File: config.mk
export PLATFORM = sky130hd
export DESIGN_NAME = fsk16_symbol_mapper
export DESIGN_NICKNAME = d
export VERILOG_FILES = /design/src/rtl/fsk16_symbol_mapper.sv
export SDC_FILE = /design/constraint.sdc
export NUM_CORES = 1
export LEC_CHECK = 0
export BUFFER_PORTS_ARGS = -buffer_cell sky130_fd_sc_hd__clkbuf_2
export CAP_MARGIN = 15
export CORE_MARGIN = 2
export CORE_UTILIZATION = 54
export CTS_CLUSTER_SIZE = 24
export DETAILED_ROUTE_END_ITERATION = 12
export PLACE_DENSITY = 0.85
export REMOVE_ABC_BUFFERS = 1
export SYNTH_ARGS = -nofsm -noshare
export SYNTH_HDL_FRONTEND = slang
export SYNTH_SLANG_ARGS = --single-unit
export TNS_END_PERCENT = 1
File: constraint.sdc
create_clock -name clk -period 2.1 [get_ports clk]
set_input_delay 0.21 -clock clk [delete_from_list [all_inputs] [get_ports clk]]
set_output_delay 0.21 -clock clk [all_outputs]
set_load 0.01 [all_outputs]
File: src/rtl/fsk16_symbol_mapper.sv
// 16FSK symbol mapper: packs scrambled bits into 4-bit symbols, prepends an
// alternating 0x0/0xF preamble and emits one FCW per symbol. Define FSK16_GRAY_MAP_EN to Gray-code data nibbles.
module fsk16_symbol_mapper #(
  parameter int                FCW_W      = 24,
  parameter logic [FCW_W-1:0]  F_BASE     = 24'h100000,
  parameter logic [FCW_W-1:0]  F_STEP     = 24'h004000,
  parameter int                PRE_LEN    = 8,
  parameter int                FRAME_SYMS = 256
) (
  input  logic             clk,
  input  logic             rst,
  input  logic             frame_start,
  input  logic             bit_in,
  input  logic             bit_valid,
  output logic             bit_ready,
  output logic [3:0]       sym_idx,
  output logic             sym_valid,
  output logic [FCW_W-1:0] fcw,
  output logic             tx_en,
  output logic             frame_done
);

  typedef enum logic [1:0] {IDLE, PREAMBLE, DATA} state_t;

  localparam logic [10:0] PRE_LAST  = 11'(PRE_LEN - 1);
  localparam logic [10:0] FRAME_END = 11'(FRAME_SYMS);

  state_t      state, next_state;
  logic [1:0]  pre_tick;
  logic [10:0] sym_cnt;
  logic [1:0]  bit_cnt;
  logic [3:0]  shift_reg;
  logic        sym_pend;
  logic        last_sym;
  logic        bit_accept;
  logic [3:0]  data_idx;
  logic [3:0]  pre_idx;

  function automatic logic [FCW_W-1:0] tone_fcw(input logic [3:0] idx);
    return F_BASE + FCW_W'(idx) * F_STEP;
  endfunction

  assign bit_ready  = (state == DATA);
  assign bit_accept = bit_ready & bit_valid;
  assign pre_idx    = sym_cnt[0] ? 4'hF : 4'h0;

`ifdef FSK16_GRAY_MAP_EN
  assign data_idx = shift_reg ^ (shift_reg >> 1);
`else
  assign data_idx = shift_reg;
`endif

  always_ff @(posedge clk or negedge rst) begin
    if (!rst) state <= IDLE;
    else      state <= next_state;
  end

  always_comb begin
    next_state = state;
    case (state)
      IDLE:     if (frame_start) next_state = PREAMBLE;
      PREAMBLE: if (pre_tick == 2'd3 && sym_cnt == PRE_LAST) next_state = DATA;
      DATA:     if (sym_pend && sym_cnt == FRAME_END) next_state = IDLE;
      default:  next_state = IDLE;
    endcase
  end

  // A completed nibble is flagged and presented one edge later; the flag also
  // lets the last symbol's strobe coincide with leaving DATA.
  always_ff @(posedge clk or negedge rst) begin
    if (!rst) begin
      pre_tick   <= '0;
      sym_cnt    <= '0;
      bit_cnt    <= '0;
      shift_reg  <= '0;
      sym_pend   <= 1'b0;
      last_sym   <= 1'b0;
      sym_idx    <= '0;
      sym_valid  <= 1'b0;
      fcw        <= '0;
      tx_en      <= 1'b0;
      frame_done <= 1'b0;
    end else begin
      sym_valid  <= 1'b0;
      frame_done <= last_sym;
      last_sym   <= 1'b0;
      if (last_sym) tx_en <= 1'b0;
      case (state)
        IDLE: begin
          if (frame_start) begin
            tx_en    <= 1'b1;
            pre_tick <= '0;
            sym_cnt  <= '0;
            bit_cnt  <= '0;
            sym_pend <= 1'b0;
          end
        end
        PREAMBLE: begin
          pre_tick <= pre_tick + 2'd1;
          if (pre_tick == 2'd3) begin
            sym_valid <= 1'b1;
            sym_idx   <= pre_idx;
            fcw       <= tone_fcw(pre_idx);
            sym_cnt   <= (sym_cnt == PRE_LAST) ? '0 : sym_cnt + 11'd1;
          end
        end
        DATA: begin
          if (sym_pend) begin
            sym_pend  <= 1'b0;
            sym_valid <= 1'b1;
            sym_idx   <= data_idx;
            fcw       <= tone_fcw(data_idx);
            last_sym  <= (sym_cnt == FRAME_END);
          end
          if (bit_accept) begin
            shift_reg <= {shift_reg[2:0], bit_in};
            bit_cnt   <= bit_cnt + 2'd1;
            if (bit_cnt == 2'd3) begin
              sym_pend <= 1'b1;
              sym_cnt  <= sym_cnt + 11'd1;
            end
          end
        end
        default: ;
      endcase
    end
  end

endmodule

# After elaboration in Yosys (flattened, before gate mapping)
# Cells that the tools add are included.
classes:
  eq_ne: 13
  bitwise_logic: 1
  muxes: 33
  add_sub_neg: 5
  n_reduce_logical: 14
op_table:
  columns: ["operator", "n"]
  rows:
  - ["$mux 11", 5]
  - ["$mux 24", 2]
  - ["$pmux 24 s2", 1]
  - ["$add 21x18->22 const A", 2]
  - ["$pmux 11 s3", 1]
  - ["$mux 4", 3]
  - ["$add 11x1->11 const B", 1]
  - ["$eq 11x3->1 const B", 1]
  - ["$eq 11x9->1 const B", 1]
  - ["$mux 1", 10]
  - ["$mux 2", 5]
  - ["$reduce_and 3->1", 3]
  - ["$ne 2x1->1 const B", 4]
  - ["$pmux 2 s2", 2]
  - ["$pmux 4 s2", 1]
  - ["$eq 2x2->1 const B", 3]
  - ["$ne 2x2->1 const B", 3]
  - ["$pmux 2 s3", 1]
  - ["$reduce_and 2->1", 3]
  - ["$reduce_bool 2->1", 3]
  - ["$reduce_and 5->1", 1]
  - ["$add 2x1->2 const B", 2]
  - ["$pmux 1 s2", 2]
  - ["$reduce_bool 3->1", 1]
  - ["4 further kinds", 5]
totals:
  ff_bits: 54
  inputBits: 5
  elab_cells: 78

# Depth between registers and ports, before layout
# Gate-level depths: netlist of run 1.
depth:
  word_depth: 4
  mapped_depth: 7

# Worst setup path after synthesis of run 1
# No wires, ideal clock.
synth_timing:
  path_kind: "reg-to-reg"
  from: "register state[0]"
  to: "register sym_cnt[10]"
  setup_time_ns: 0.127
  arrival_ns: 1.819
  setup_slack_ns: 0.154
  stages_incl_launch_ff: 8
  path_cell_list: "dfrtp_1 -> inv_1 -> ha_1 -> a21boi_1 -> or4b_4 -> buf_2 -> a22oi_1 -> o21ai_1"
synth_between:
  elab_chain_len: 4
  elab_cells_between_ends: 11
  classes_between: "eq/ne (6); mux (1); bitwise (1); reduce/logical (3)"
synth_lines:
  columns: ["element", "line", "source"]
  rows:
  - ["from (decl)", "28", "state_t state, next_state;"]
  - ["from (signal assigned)", "55", "else state <= next_state;"]
  - ["$eq 2x2->1 *", "43", "assign bit_ready = (state == DATA);"]
  - ["named net bit_ready", "15", "output logic bit_ready,"]
  - ["$and 1x1->1", "44", "assign bit_accept = bit_ready & bit_valid;"]
  - ["$ne 2x1->1 (no line)", null, null]
  - ["$reduce_and 5->1 (no line)", null, null]
  - ["to (signal assigned)", "104", "sym_cnt <= (sym_cnt == PRE_LAST) ? '0 : sym_cnt + 11'd1;"]
  - ["to (signal assigned)", "120", "sym_cnt <= sym_cnt + 11'd1;"]
  - ["to (decl)", "30", "logic [10:0] sym_cnt;"]
# The timed path passes the listed nets; every way through them passes the cells marked *.
# A chain may end at the register's enable or synchronous reset.

# Worst setup path in the final report of run 1
layout_timing:
  from: "register state[0]"
  to: "register sym_cnt[9]"
layout_between:
  elab_chain_len: 4
  elab_cells_between_ends: 11
  classes_between: "eq/ne (6); mux (1); bitwise (1); reduce/logical (3)"
layout_lines:
  columns: ["element", "line"]
  rows:
  - ["$eq 2x2->1", "43, 88"]
  - ["$and 1x1->1", "44"]
  - ["$ne 2x1->1 (no line)", null]
  - ["$reduce_and 5->1 (no line)", null]
# Several ways; a longest one is shown, not always the timed one.

==> flow_summary.html, run 1 <==
<table>
<tr><th>Metric</th><th>Value</th></tr>
<tr><th colspan="2">Worst setup path</th></tr>
<tr><td>Type of element capturing the critical path</td><td>flop</td></tr>
<tr><td>Beginning of the critical path</td><td>state[0]</td></tr>
<tr><td>Series of cell instances along the critical path</td><td>inv_1 &gt; ha_2 &gt; a21boi_1 &gt; or4b_4 &gt; nand2b_4 &gt; o311ai_2</td></tr>
<tr><td>Required @ worst endpoint</td><td>between 2000 and 2500 ps</td></tr>
<tr><td>Crit path max-delay cell type</td><td>sky130_fd_sc_hd__or4b_4</td></tr>
<tr><td>Crit-path max FO</td><td>8</td></tr>
<tr><td>Worst reg2reg path startpoint</td><td>state[0]</td></tr>
<tr><td>Endpoint of the worst register-to-register path</td><td>sym_cnt[9]</td></tr>
<tr><td>Critical path endpoint</td><td>sym_cnt[9]</td></tr>
<tr><td>Kind of critical path</td><td>flop to flop</td></tr>
<tr><td>CP startpoint kind</td><td>flop</td></tr>
<tr><td>Delay of the slowest cell on the worst path</td><td>580 ps</td></tr>
<tr><td>Worst Reg2Reg Path Length in Cells</td><td>6</td></tr>
<tr><td>Arrival time worst endpoint</td><td>between 2000 and 2500 ps</td></tr>
<tr><td>Register-to-Register Setup Slack</td><td>roughly 94 ps</td></tr>
<tr><th colspan="2">Power and ir drop</th></tr>
<tr><td>Leakage dissipation</td><td>approximately 1 nW</td></tr>
<tr><td>Pwr dens</td><td>995 nW/um^2</td></tr>
<tr><td>Worst-case vdd ir drop</td><td>~390 uV</td></tr>
<tr><th colspan="2">Placement</th></tr>
<tr><td>HPWL after detailed placement</td><td>roughly 2.6 mm</td></tr>
<tr><td>Pre-CTS setup slack</td><td>approximately 90 ps</td></tr>
<tr><td>Placed cell count</td><td>249</td></tr>
<tr><td>GP Congestion</td><td>about 0.82</td></tr>
<tr><td>Count of port buffers added during placement</td><td>17</td></tr>
<tr><th colspan="2">Timing</th></tr>
<tr><td>Final count of pins violating max slew</td><td>0</td></tr>
<tr><td>Worst Max-Slew Pin Slew</td><td>roughly 740 ps</td></tr>
<tr><td>Hold violation count in the final report</td><td>0</td></tr>
<tr><td>Total setup violations reported at the end of the flow</td><td>0</td></tr>
<tr><td>Final worst slack</td><td>about 94 ps</td></tr>
<tr><td>Final Skew</td><td>7.24 ps</td></tr>
<tr><td>Slew Limit Headroom</td><td>between 50% and 60%</td></tr>
<tr><td>Period utilization</td><td>between 90% and 100%</td></tr>
<tr><td>Upper clock frequency limit</td><td>between 400 and 500 MHz</td></tr>
<tr><td>RSZ-0062 raised after global routing</td><td>false</td></tr>
<tr><td>Min Tclk post-route</td><td>roughly 2000 ps</td></tr>
<tr><td>Summed negative setup slack over all endpoints</td><td>0 ps</td></tr>
<tr><th colspan="2">Detailed routing</th></tr>
<tr><td>Via count</td><td>between 1000 and 1500</td></tr>
<tr><td>Number of iterations in the first detailed-routing pass</td><td>4</td></tr>
<tr><td>Vias per Instance</td><td>5.38</td></tr>
<tr><td>Post-detailed-routing wire length</td><td>3.51 mm</td></tr>
<tr><td>First-iteration detailed-routing DRC count</td><td>77</td></tr>
<tr><td># DRC</td><td>0</td></tr>
<tr><td>Average detailed-routed wire length per instance</td><td>13.5 um</td></tr>
<tr><td>ANT nets after route</td><td>0</td></tr>
<tr><th colspan="2">Synth</th></tr>
<tr><td>Number of distinct library cells after synthesis</td><td>between 40 and 50</td></tr>
<tr><td>Synthesized area per cell</td><td>9.82 um^2</td></tr>
<tr><td>Synthesized netlist cell count</td><td>189</td></tr>
<tr><td>Area of the mapped netlist</td><td>1860 um^2</td></tr>
<tr><td>Yosys Warn Count</td><td>0</td></tr>
<tr><td>Proportion of synthesized chip area in sequential cells</td><td>a little over two fifths</td></tr>
<tr><td>Flop and latch count out of synthesis</td><td>31</td></tr>
<tr><th colspan="2">Finish</th></tr>
<tr><td>Number of standard cells in the final layout excluding fillers</td><td>~260</td></tr>
<tr><td>Proportion of layout cells with a drive suffix above 1</td><td>23.3%</td></tr>
<tr><td>Storage cell area</td><td>776 um^2</td></tr>
<tr><td>Fill cell instance count of the final layout</td><td>approximately 280</td></tr>
<tr><td>Multi-input gate area in the final layout</td><td>~900 um^2</td></tr>
<tr><td>Antenna Cells</td><td>0</td></tr>
<tr><td>Layout area overhead</td><td>9.84%</td></tr>
<tr><td>Number of nets at the end of the flow</td><td>around 230</td></tr>
<tr><th colspan="2">Floorplanning</th></tr>
<tr><td>Num rows</td><td>21</td></tr>
<tr><td>Initial core utilization</td><td>between 50% and 60%</td></tr>
<tr><td>Full die area</td><td>between 3000 and 4000 um^2</td></tr>
<tr><td>Die Y</td><td>approximately 63 um</td></tr>
<tr><td>Floorplan Core Area</td><td>3310 um^2</td></tr>
<tr><td>I/O pin cnt</td><td>37</td></tr>
<tr><td>Die X</td><td>roughly 63 um</td></tr>
<tr><th colspan="2">Worst hold path</th></tr>
<tr><td>Min-Delay Path Class</td><td>input port to flop</td></tr>
<tr><th colspan="2">Global route</th></tr>
<tr><td>Maximum number of pins on one net before global-route repair</td><td>32</td></tr>
<tr><td>Wire length of the first global-routing pass</td><td>approximately 6 mm</td></tr>
<tr><td>GRT Total Usage</td><td>19.9%</td></tr>
<tr><td>Number of global-route vias before repair</td><td>between 1000 and 1500</td></tr>
<tr><td>Gr ovfl total</td><td>0</td></tr>
<tr><td>Initial antenna violation count</td><td>0</td></tr>
<tr><th colspan="2">Clock tree</th></tr>
<tr><td>CTS tree</td><td>done</td></tr>
<tr><td>Num CTS Buffers</td><td>5</td></tr>
<tr><td>Level count of the clock H-tree</td><td>2</td></tr>
<tr><td>Root buf cell</td><td>sky130_fd_sc_hd__clkbuf_4</td></tr>
<tr><td>Clk buf depth</td><td>2</td></tr>
<tr><td>Clock slew seen by the registers of the worst setup and hold paths</td><td>around 90 ps</td></tr>
<tr><td>Worst skew pair latency</td><td>330 ps</td></tr>
<tr><td>Sink count of the clock tree</td><td>31</td></tr>
<tr><th colspan="2">Job</th></tr>
<tr><td>Max-cap check violation count</td><td>0</td></tr>
<tr><th colspan="2">Run status</th></tr>
<tr><td>Outcome</td><td>finished clean</td></tr>
</table>
[synth_stat cells]
| master | count | area, um^2 |
|---|---|---|
| sky130_fd_sc_hd__a211o_1 | 1 | 8.76 |
| sky130_fd_sc_hd__a211oi_1 | 1 | 7.51 |
| sky130_fd_sc_hd__a21boi_1 | 1 | 7.51 |
| sky130_fd_sc_hd__a21o_1 | 2 | 15.0 |
| sky130_fd_sc_hd__a21oi_1 | 7 | 35.0 |
| sky130_fd_sc_hd__a221oi_2 | 1 | 15.0 |
| sky130_fd_sc_hd__a22o_1 | 3 | 26.3 |
| sky130_fd_sc_hd__a22oi_1 | 2 | 15.0 |
| sky130_fd_sc_hd__a31oi_1 | 2 | 12.5 |
| sky130_fd_sc_hd__a31oi_2 | 1 | 12.5 |
| sky130_fd_sc_hd__a32o_1 | 1 | 10.0 |
| sky130_fd_sc_hd__and2b_1 | 1 | 7.51 |
| sky130_fd_sc_hd__and3_1 | 2 | 12.5 |
| sky130_fd_sc_hd__and4_1 | 3 | 26.3 |
| sky130_fd_sc_hd__and4b_1 | 1 | 10.0 |
| sky130_fd_sc_hd__and4bb_2 | 1 | 12.5 |
| sky130_fd_sc_hd__buf_1 | 1 | 3.75 |
| sky130_fd_sc_hd__buf_2 | 3 | 15.0 |
| sky130_fd_sc_hd__buf_4 | 23 | 173 |
| sky130_fd_sc_hd__clkbuf_1 | 2 | 7.51 |
| sky130_fd_sc_hd__conb_1 | 1 | 3.75 |
| sky130_fd_sc_hd__dfrtp_1 | 31 | 776 |
| sky130_fd_sc_hd__ha_1 | 9 | 113 |
| sky130_fd_sc_hd__inv_1 | 11 | 41.3 |
| sky130_fd_sc_hd__mux2_1 | 1 | 11.3 |
| sky130_fd_sc_hd__mux2_2 | 4 | 45.0 |
| sky130_fd_sc_hd__nand2_1 | 20 | 75.1 |
| sky130_fd_sc_hd__nand2b_1 | 3 | 18.8 |
| sky130_fd_sc_hd__nand2b_4 | 1 | 13.8 |
| sky130_fd_sc_hd__nand3_1 | 12 | 60.1 |
| sky130_fd_sc_hd__nand4_1 | 4 | 25.0 |
| sky130_fd_sc_hd__nor2_1 | 4 | 15.0 |
| sky130_fd_sc_hd__nor2b_1 | 4 | 25.0 |
| sky130_fd_sc_hd__nor3_1 | 1 | 5.00 |
| sky130_fd_sc_hd__nor4_4 | 1 | 21.3 |
| sky130_fd_sc_hd__o211ai_1 | 1 | 7.51 |
| sky130_fd_sc_hd__o21ai_0 | 14 | 70.1 |
| sky130_fd_sc_hd__o21ai_1 | 1 | 5.00 |
| sky130_fd_sc_hd__o22ai_1 | 2 | 12.5 |
| sky130_fd_sc_hd__o311ai_2 | 4 | 65.1 |
| sky130_fd_sc_hd__or4b_4 | 1 | 13.8 |
[where the power goes]
group	internal (mW)	leakage, nW	switching (mW)
logic	0.365	0.521	0.465
registers	0.687	0.414	0.113
clock network	0.197	0.0386	0.200
total	1.25	0.974	0.778
[cell type report]
class	instances	area share (%)
Inverter	11	2.03
Multi-Input combinational cell	136	45.1
Tap cell	46	2.82
Timing Repair Buffer	29	8.59
Clock buffer	8	3.38
Sequential cell	31	38.1
[critical path, delay by kind of cell (launching register included)]
kind / cells / cell delay (ps)
AOI/OAI and AO/OA: 2 / 390
adders and majority gates: 1 / 210
buffers and inverters: 1 / 90
DFF: 1 / 400
and+or+nand+nor: 2 / 800
[timing repair]
action	CTS	global route
hold buffers	1	0
endpoints found under the hold margin	31	0
gates resized for setup	0	2
buffers inserted	0	3
setup endpoints to repair	0	3
[cells by family after synthesis]
family,count (synthesis),synth area share (%)
and+or+nand+nor,59,18.4
DFF,31,41.8
muxes,5,3.03
buffers and inverters,40,12.9
adders and majority gates,9,6.07
other,1,0.202
AOI/OAI and AO/OA,44,17.5
[layer usage]
metal / track usage (%) / vias up / part of all wire, %
li1: - / 685 / -
met1: 24.1 / 686 / 45
met2: 32.1 / 27 / 49
met3: 7.03 / 7 / 3.9
met4: 8.61 / 0 / 2.0
met5: 0 / - / 0
[flip-flops by register name (all words and copies together) (netlist names)]
signal,flops
sym_cnt,11
pre_tick,2
sym_valid,1
sym_idx,3
frame_done,1
state,2
fcw,2
sym_pend,1
data_idx,4
tx_en,1
bit_cnt,2
last_sym,1
[cell usage in the layout (no fill, tap or decap), types with 2 or more instances in the layout]
cell type,synthesis,layout
sky130_fd_sc_hd__dfrtp_1,31,31
sky130_fd_sc_hd__nand2_1,20,20
sky130_fd_sc_hd__conb_1,1,19
sky130_fd_sc_hd__clkbuf_2,0,18
sky130_fd_sc_hd__o21ai_0,14,14
sky130_fd_sc_hd__nand3_1,12,12
sky130_fd_sc_hd__inv_1,11,11
sky130_fd_sc_hd__buf_4,23,10
sky130_fd_sc_hd__ha_1,9,8
sky130_fd_sc_hd__a21oi_1,7,7
sky130_fd_sc_hd__clkbuf_4,0,5
sky130_fd_sc_hd__nor2b_1,4,4
sky130_fd_sc_hd__nor2_1,4,4
sky130_fd_sc_hd__nand4_1,4,4
sky130_fd_sc_hd__mux2_2,4,4
sky130_fd_sc_hd__nand2b_1,3,3
sky130_fd_sc_hd__and4_1,3,3
sky130_fd_sc_hd__o311ai_2,4,3
sky130_fd_sc_hd__a22o_1,3,3
sky130_fd_sc_hd__a22oi_1,2,2
sky130_fd_sc_hd__and3_1,2,2
sky130_fd_sc_hd__o22ai_1,2,2
sky130_fd_sc_hd__a21o_1,2,2
sky130_fd_sc_hd__a31oi_1,2,2
sky130_fd_sc_hd__clkbuf_8,0,2
[metrics by stage]
step	instance area, um^2	hold slack, ps	total power, mW	util, %
finish	2040	107	2.03	61.6
global placement	1930	310	1.55	58.2
CTS	2010	99.5	1.99	60.6
detailed placement	1930	318	1.59	58.2
floorplan	1720	-85.6	1.28	-
global route	2040	84.9	2.18	61.6
[worst min-delay path by stage]
stage          startpoint           to  slack [ps]  cells after the start
6_report           bit_in  data_idx[0]         110                      2
5_1_grt            bit_in  data_idx[0]          80                      2
4_1_cts            bit_in  data_idx[0]         100                      2
3_5_place_dp          rst   sym_cnt[7]         320                      1
3_3_place_gp          rst   sym_cnt[7]         310                      1
2_1_floorplan         rst   bit_cnt[0]         -90                      0
(Power assumes the default switching activity.)
==> inputs of run 2 (changes only) <==
--- a/config.mk
+++ b/config.mk
@@ -11,7 +11,7 @@
 export CORE_UTILIZATION = 54
 export CTS_CLUSTER_SIZE = 24
 export DETAILED_ROUTE_END_ITERATION = 12
-export PLACE_DENSITY = 0.85
+export PLACE_DENSITY = 0.78
 export REMOVE_ABC_BUFFERS = 1
 export SYNTH_ARGS = -nofsm -noshare
 export SYNTH_HDL_FRONTEND = slang
==> run 2 against run 1 <==
Net effect:
- clock-buffer cell count did not move
- critical path depth did not move
- sequential share of layout area barely moved
- via count fell by 0.28%
- maximum frequency rose by 0.17%
- setup slack improved by 3.4 ps
- design area barely moved
- global-route usage fell by 0.49 points
- worst hold slack improved by 18 ps
- flip-flop and latch count did not move
- sequential power fell by 3.2%
- critical path type unchanged
- largest cell class unchanged
==> flow_summary.html, run 2 (synthesis results as in run 1) <==
<table>
<tr><th>Metric</th><th>Value</th></tr>
<tr><th colspan="2">Finish</th></tr>
<tr><td>Proportion of layout cells with a drive suffix above 1</td><td>around 23%</td></tr>
<tr><td>Number of nets at the end of the flow</td><td>between 200 and 250</td></tr>
<tr><td>Antenna Cells</td><td>0</td></tr>
<tr><td>Leading cell type in the layout, fill and taps excluded</td><td>sky130_fd_sc_hd__dfrtp_1</td></tr>
<tr><td>Commonest cells after routing, fill and taps aside</td><td>sky130_fd_sc_hd__dfrtp_1 (31), sky130_fd_sc_hd__nand2_1 (20), sky130_fd_sc_hd__conb_1 (19)</td></tr>
<tr><td>Layout area overhead</td><td>9.78%</td></tr>
<tr><td>Most flops, register</td><td>sym_cnt</td></tr>
<tr><td>Flip-flop count of the largest register, all copies and words added</td><td>11</td></tr>
<tr><th colspan="2">Placement</th></tr>
<tr><td>HPWL after detailed placement</td><td>roughly 2.6 mm</td></tr>
<tr><td>Count of port buffers added during placement</td><td>17</td></tr>
<tr><td>GP Congestion</td><td>between 0.8 and 0.9</td></tr>
<tr><th colspan="2">Global route</th></tr>
<tr><td>Maximum number of pins on one net before global-route repair</td><td>32</td></tr>
<tr><td>Wire length of the first global-routing pass</td><td>roughly 6 mm</td></tr>
<tr><td>Number of global-route vias before repair</td><td>1321</td></tr>
<tr><td>Initial antenna violation count</td><td>0</td></tr>
<tr><td>Gr ovfl total</td><td>0</td></tr>
<tr><td>GRT Total Usage</td><td>between 10% and 20%</td></tr>
<tr><th colspan="2">Timing</th></tr>
<tr><td>Period utilization</td><td>a little over nine tenths</td></tr>
<tr><td>Slew Limit Headroom</td><td>between 40 and 50%</td></tr>
<tr><td>Total setup violations reported at the end of the flow</td><td>0</td></tr>
<tr><td>Final Skew</td><td>between 8 and 9 ps</td></tr>
<tr><td>Hold violation count in the final report</td><td>0</td></tr>
<tr><td>RSZ-0062 raised after global routing</td><td>true</td></tr>
<tr><td>Upper clock frequency limit</td><td>499 MHz</td></tr>
<tr><td>Final count of pins violating max slew</td><td>0</td></tr>
<tr><td>Post-route worst hold slack</td><td>125 ps</td></tr>
<tr><td>Worst Max-Slew Pin Slew</td><td>about 760 ps</td></tr>
<tr><td>Min Tclk post-route</td><td>approximately 2000 ps</td></tr>
<tr><th colspan="2">Detailed routing</th></tr>
<tr><td>Vias per Instance</td><td>between 5 and 6</td></tr>
<tr><td>Via count</td><td>around 1400</td></tr>
<tr><td>Number of iterations in the first detailed-routing pass</td><td>4</td></tr>
<tr><td>First-iteration detailed-routing DRC count</td><td>around 80</td></tr>
<tr><td>ANT nets after route</td><td>0</td></tr>
<tr><td># DRC</td><td>0</td></tr>
<tr><td>Average detailed-routed wire length per instance</td><td>13.4 um</td></tr>
<tr><td>Post-detailed-routing wire length</td><td>between 3 and 4 mm</td></tr>
<tr><th colspan="2">Worst setup path</th></tr>
<tr><td>Type of element capturing the critical path</td><td>flop</td></tr>
<tr><td>Required @ worst endpoint</td><td>about 2300 ps</td></tr>
<tr><td>Beginning of the critical path</td><td>state[0]</td></tr>
<tr><td>Worst Reg2Reg Path Length in Cells</td><td>6</td></tr>
<tr><td>Critical path endpoint</td><td>sym_cnt[4]</td></tr>
<tr><td>Endpoint of the worst register-to-register path</td><td>sym_cnt[4]</td></tr>
<tr><td>Register-to-Register Setup Slack</td><td>just under 100 ps</td></tr>
<tr><td>Critical Path Stages</td><td>6</td></tr>
<tr><td>Delay of the slowest cell on the worst path</td><td>600 ps</td></tr>
<tr><td>Arrival time worst endpoint</td><td>2240 ps</td></tr>
<tr><td>CP startpoint kind</td><td>flop</td></tr>
<tr><td>Worst reg2reg path startpoint</td><td>state[0]</td></tr>
<tr><td>Largest delay share family, worst path</td><td>simple AND/OR/NAND/NOR gates</td></tr>
<tr><td>Crit path max-delay cell type</td><td>sky130_fd_sc_hd__or4b_4</td></tr>
<tr><td>Kind of critical path</td><td>flop to flop</td></tr>
<tr><td>Series of cell instances along the critical path</td><td>inv_1 &gt; ha_1 &gt; a21boi_1 &gt; or4b_4 &gt; nand2b_4 &gt; o311ai_2</td></tr>
<tr><td>Buffer and inverter count on the worst path</td><td>1</td></tr>
<tr><td>Crit-path max FO</td><td>8</td></tr>
<tr><th colspan="2">Job</th></tr>
<tr><td>Max-cap check violation count</td><td>0</td></tr>
<tr><th colspan="2">Power and ir drop</th></tr>
<tr><td>Post-layout total power</td><td>2.03 mW</td></tr>
<tr><td>Seq pwr share</td><td>approximately two fifths</td></tr>
<tr><td>Cell-internal power</td><td>approximately 1.2 mW</td></tr>
<tr><td>Leakage dissipation</td><td>slightly below 1 nW</td></tr>
<tr><td>Pwr dens</td><td>~1000 nW/um^2</td></tr>
<tr><td>Clock power share</td><td>19.6%</td></tr>
<tr><td>Proportion of total power due to net switching</td><td>roughly two fifths</td></tr>
<tr><td>Worst-case vdd ir drop</td><td>just over 500 uV</td></tr>
<tr><td>Switching power of the nets</td><td>around 0.8 mW</td></tr>
<tr><td>Combinational group share of total power</td><td>between 40% and 50%</td></tr>
<tr><th colspan="2">Worst hold path</th></tr>
<tr><td>Launch instance of the worst min-delay path</td><td>frame_start</td></tr>
<tr><td>Min-Delay Path Class</td><td>input port to flop</td></tr>
<tr><th colspan="2">Clock tree</th></tr>
<tr><td>Clock slew seen by the registers of the worst setup and hold paths</td><td>about 100 ps</td></tr>
<tr><td>Level count of the clock H-tree</td><td>2</td></tr>
<tr><td>Sink count of the clock tree</td><td>31</td></tr>
<tr><td>Root buf cell</td><td>sky130_fd_sc_hd__clkbuf_4</td></tr>
<tr><td>Num CTS Buffers</td><td>5</td></tr>
<tr><td>CTS tree</td><td>done</td></tr>
<tr><td>Worst skew pair latency</td><td>330 ps</td></tr>
<tr><td>Clk buf depth</td><td>2</td></tr>
<tr><th colspan="2">Floorplanning</th></tr>
<tr><td>Die X</td><td>about 63 um</td></tr>
<tr><td>Floorplan Core Area</td><td>approximately 3300 um^2</td></tr>
<tr><td>Num rows</td><td>21</td></tr>
<tr><td>Die Y</td><td>approximately 63 um</td></tr>
<tr><td>I/O pin cnt</td><td>37</td></tr>
<tr><td>Initial core utilization</td><td>between 50% and 60%</td></tr>
<tr><td>Full die area</td><td>slightly below 4000 um^2</td></tr>
<tr><th colspan="2">Run status</th></tr>
<tr><td>Outcome</td><td>finished clean</td></tr>
</table>
-- run 2: timing repair --
| action | CTS | global route |
|---|---|---|
| endpoints found under the hold margin | 31 | 0 |
| setup endpoints to repair | 0 | 9 |
| hold buffers | 1 | 0 |
| resized for setup | 0 | 1 |
| buffers inserted | 0 | 1 |
-- run 2: metrics by stage --
step | std cells | TNS, ps | worst slack (ps) | utilization, % | instance area (um^2)
after global placement | 251 | 0 | 153 | 58.7 | 1940
final | 261 | 0 | 97.8 | 61.5 | 2040
after floorplan | 178 | -83.0 | -27.7 | - | 1720
after detailed placement | 251 | 0 | 87.4 | 58.7 | 1940
after global routing | 261 | -2.17 | -1.57 | 61.5 | 2040
after CTS | 260 | 0 | 73.7 | 61.0 | 2020
-- run 2: layout make-up --
cell class                      count  area [um^2]
Timing Repair Buffer               29          178
Inverter                           11         41.3
Multi-Input combinational cell    136          916
Tap cell                           46         57.6
Fill cell                         289         1270
Clock buffer                        8         68.8
Sequential cell                    31          776
-- run 2: power groups by stage --
stage               clock [mW]  combinational [mW]  sequential, mW
finish                   0.396               0.856           0.775
global placement             0               0.799           0.780
detailed placement           0               0.834           0.785
CTS                      0.404               0.839           0.773
floorplan                    0               0.464           0.818
global route             0.442               0.956           0.789
-- run 2: worst min-delay path by stage --
stage | end | cells after the start
2_1_floorplan | bit_cnt[0] | 0
3_3_place_gp | pre_tick[0] | 1
3_5_place_dp | sym_cnt[8] | 1
4_1_cts | tx_en | 3
5_1_grt | data_idx[0] | 2
6_report | tx_en | 3
-- run 2: metal layers --
layer | part of all wire [%] | GRT usage [%] | wire [um] | vias up
met5 | 0 | 0 | 0 | -
met4 | 0.89 | 4.72 | 31 | 0
met3 | 4.2 | 6.13 | 148 | 4
met2 | 48 | 30.9 | 1690 | 27
met1 | 46 | 25.8 | 1630 | 681
li1 | - | - | - | 689
-- run 2: worst min-delay path, cell delays in order --
cell and delay (ps):
sky130_fd_sc_hd__clkbuf_2 100, sky130_fd_sc_hd__nand2_1 50, sky130_fd_sc_hd__o21ai_0 60
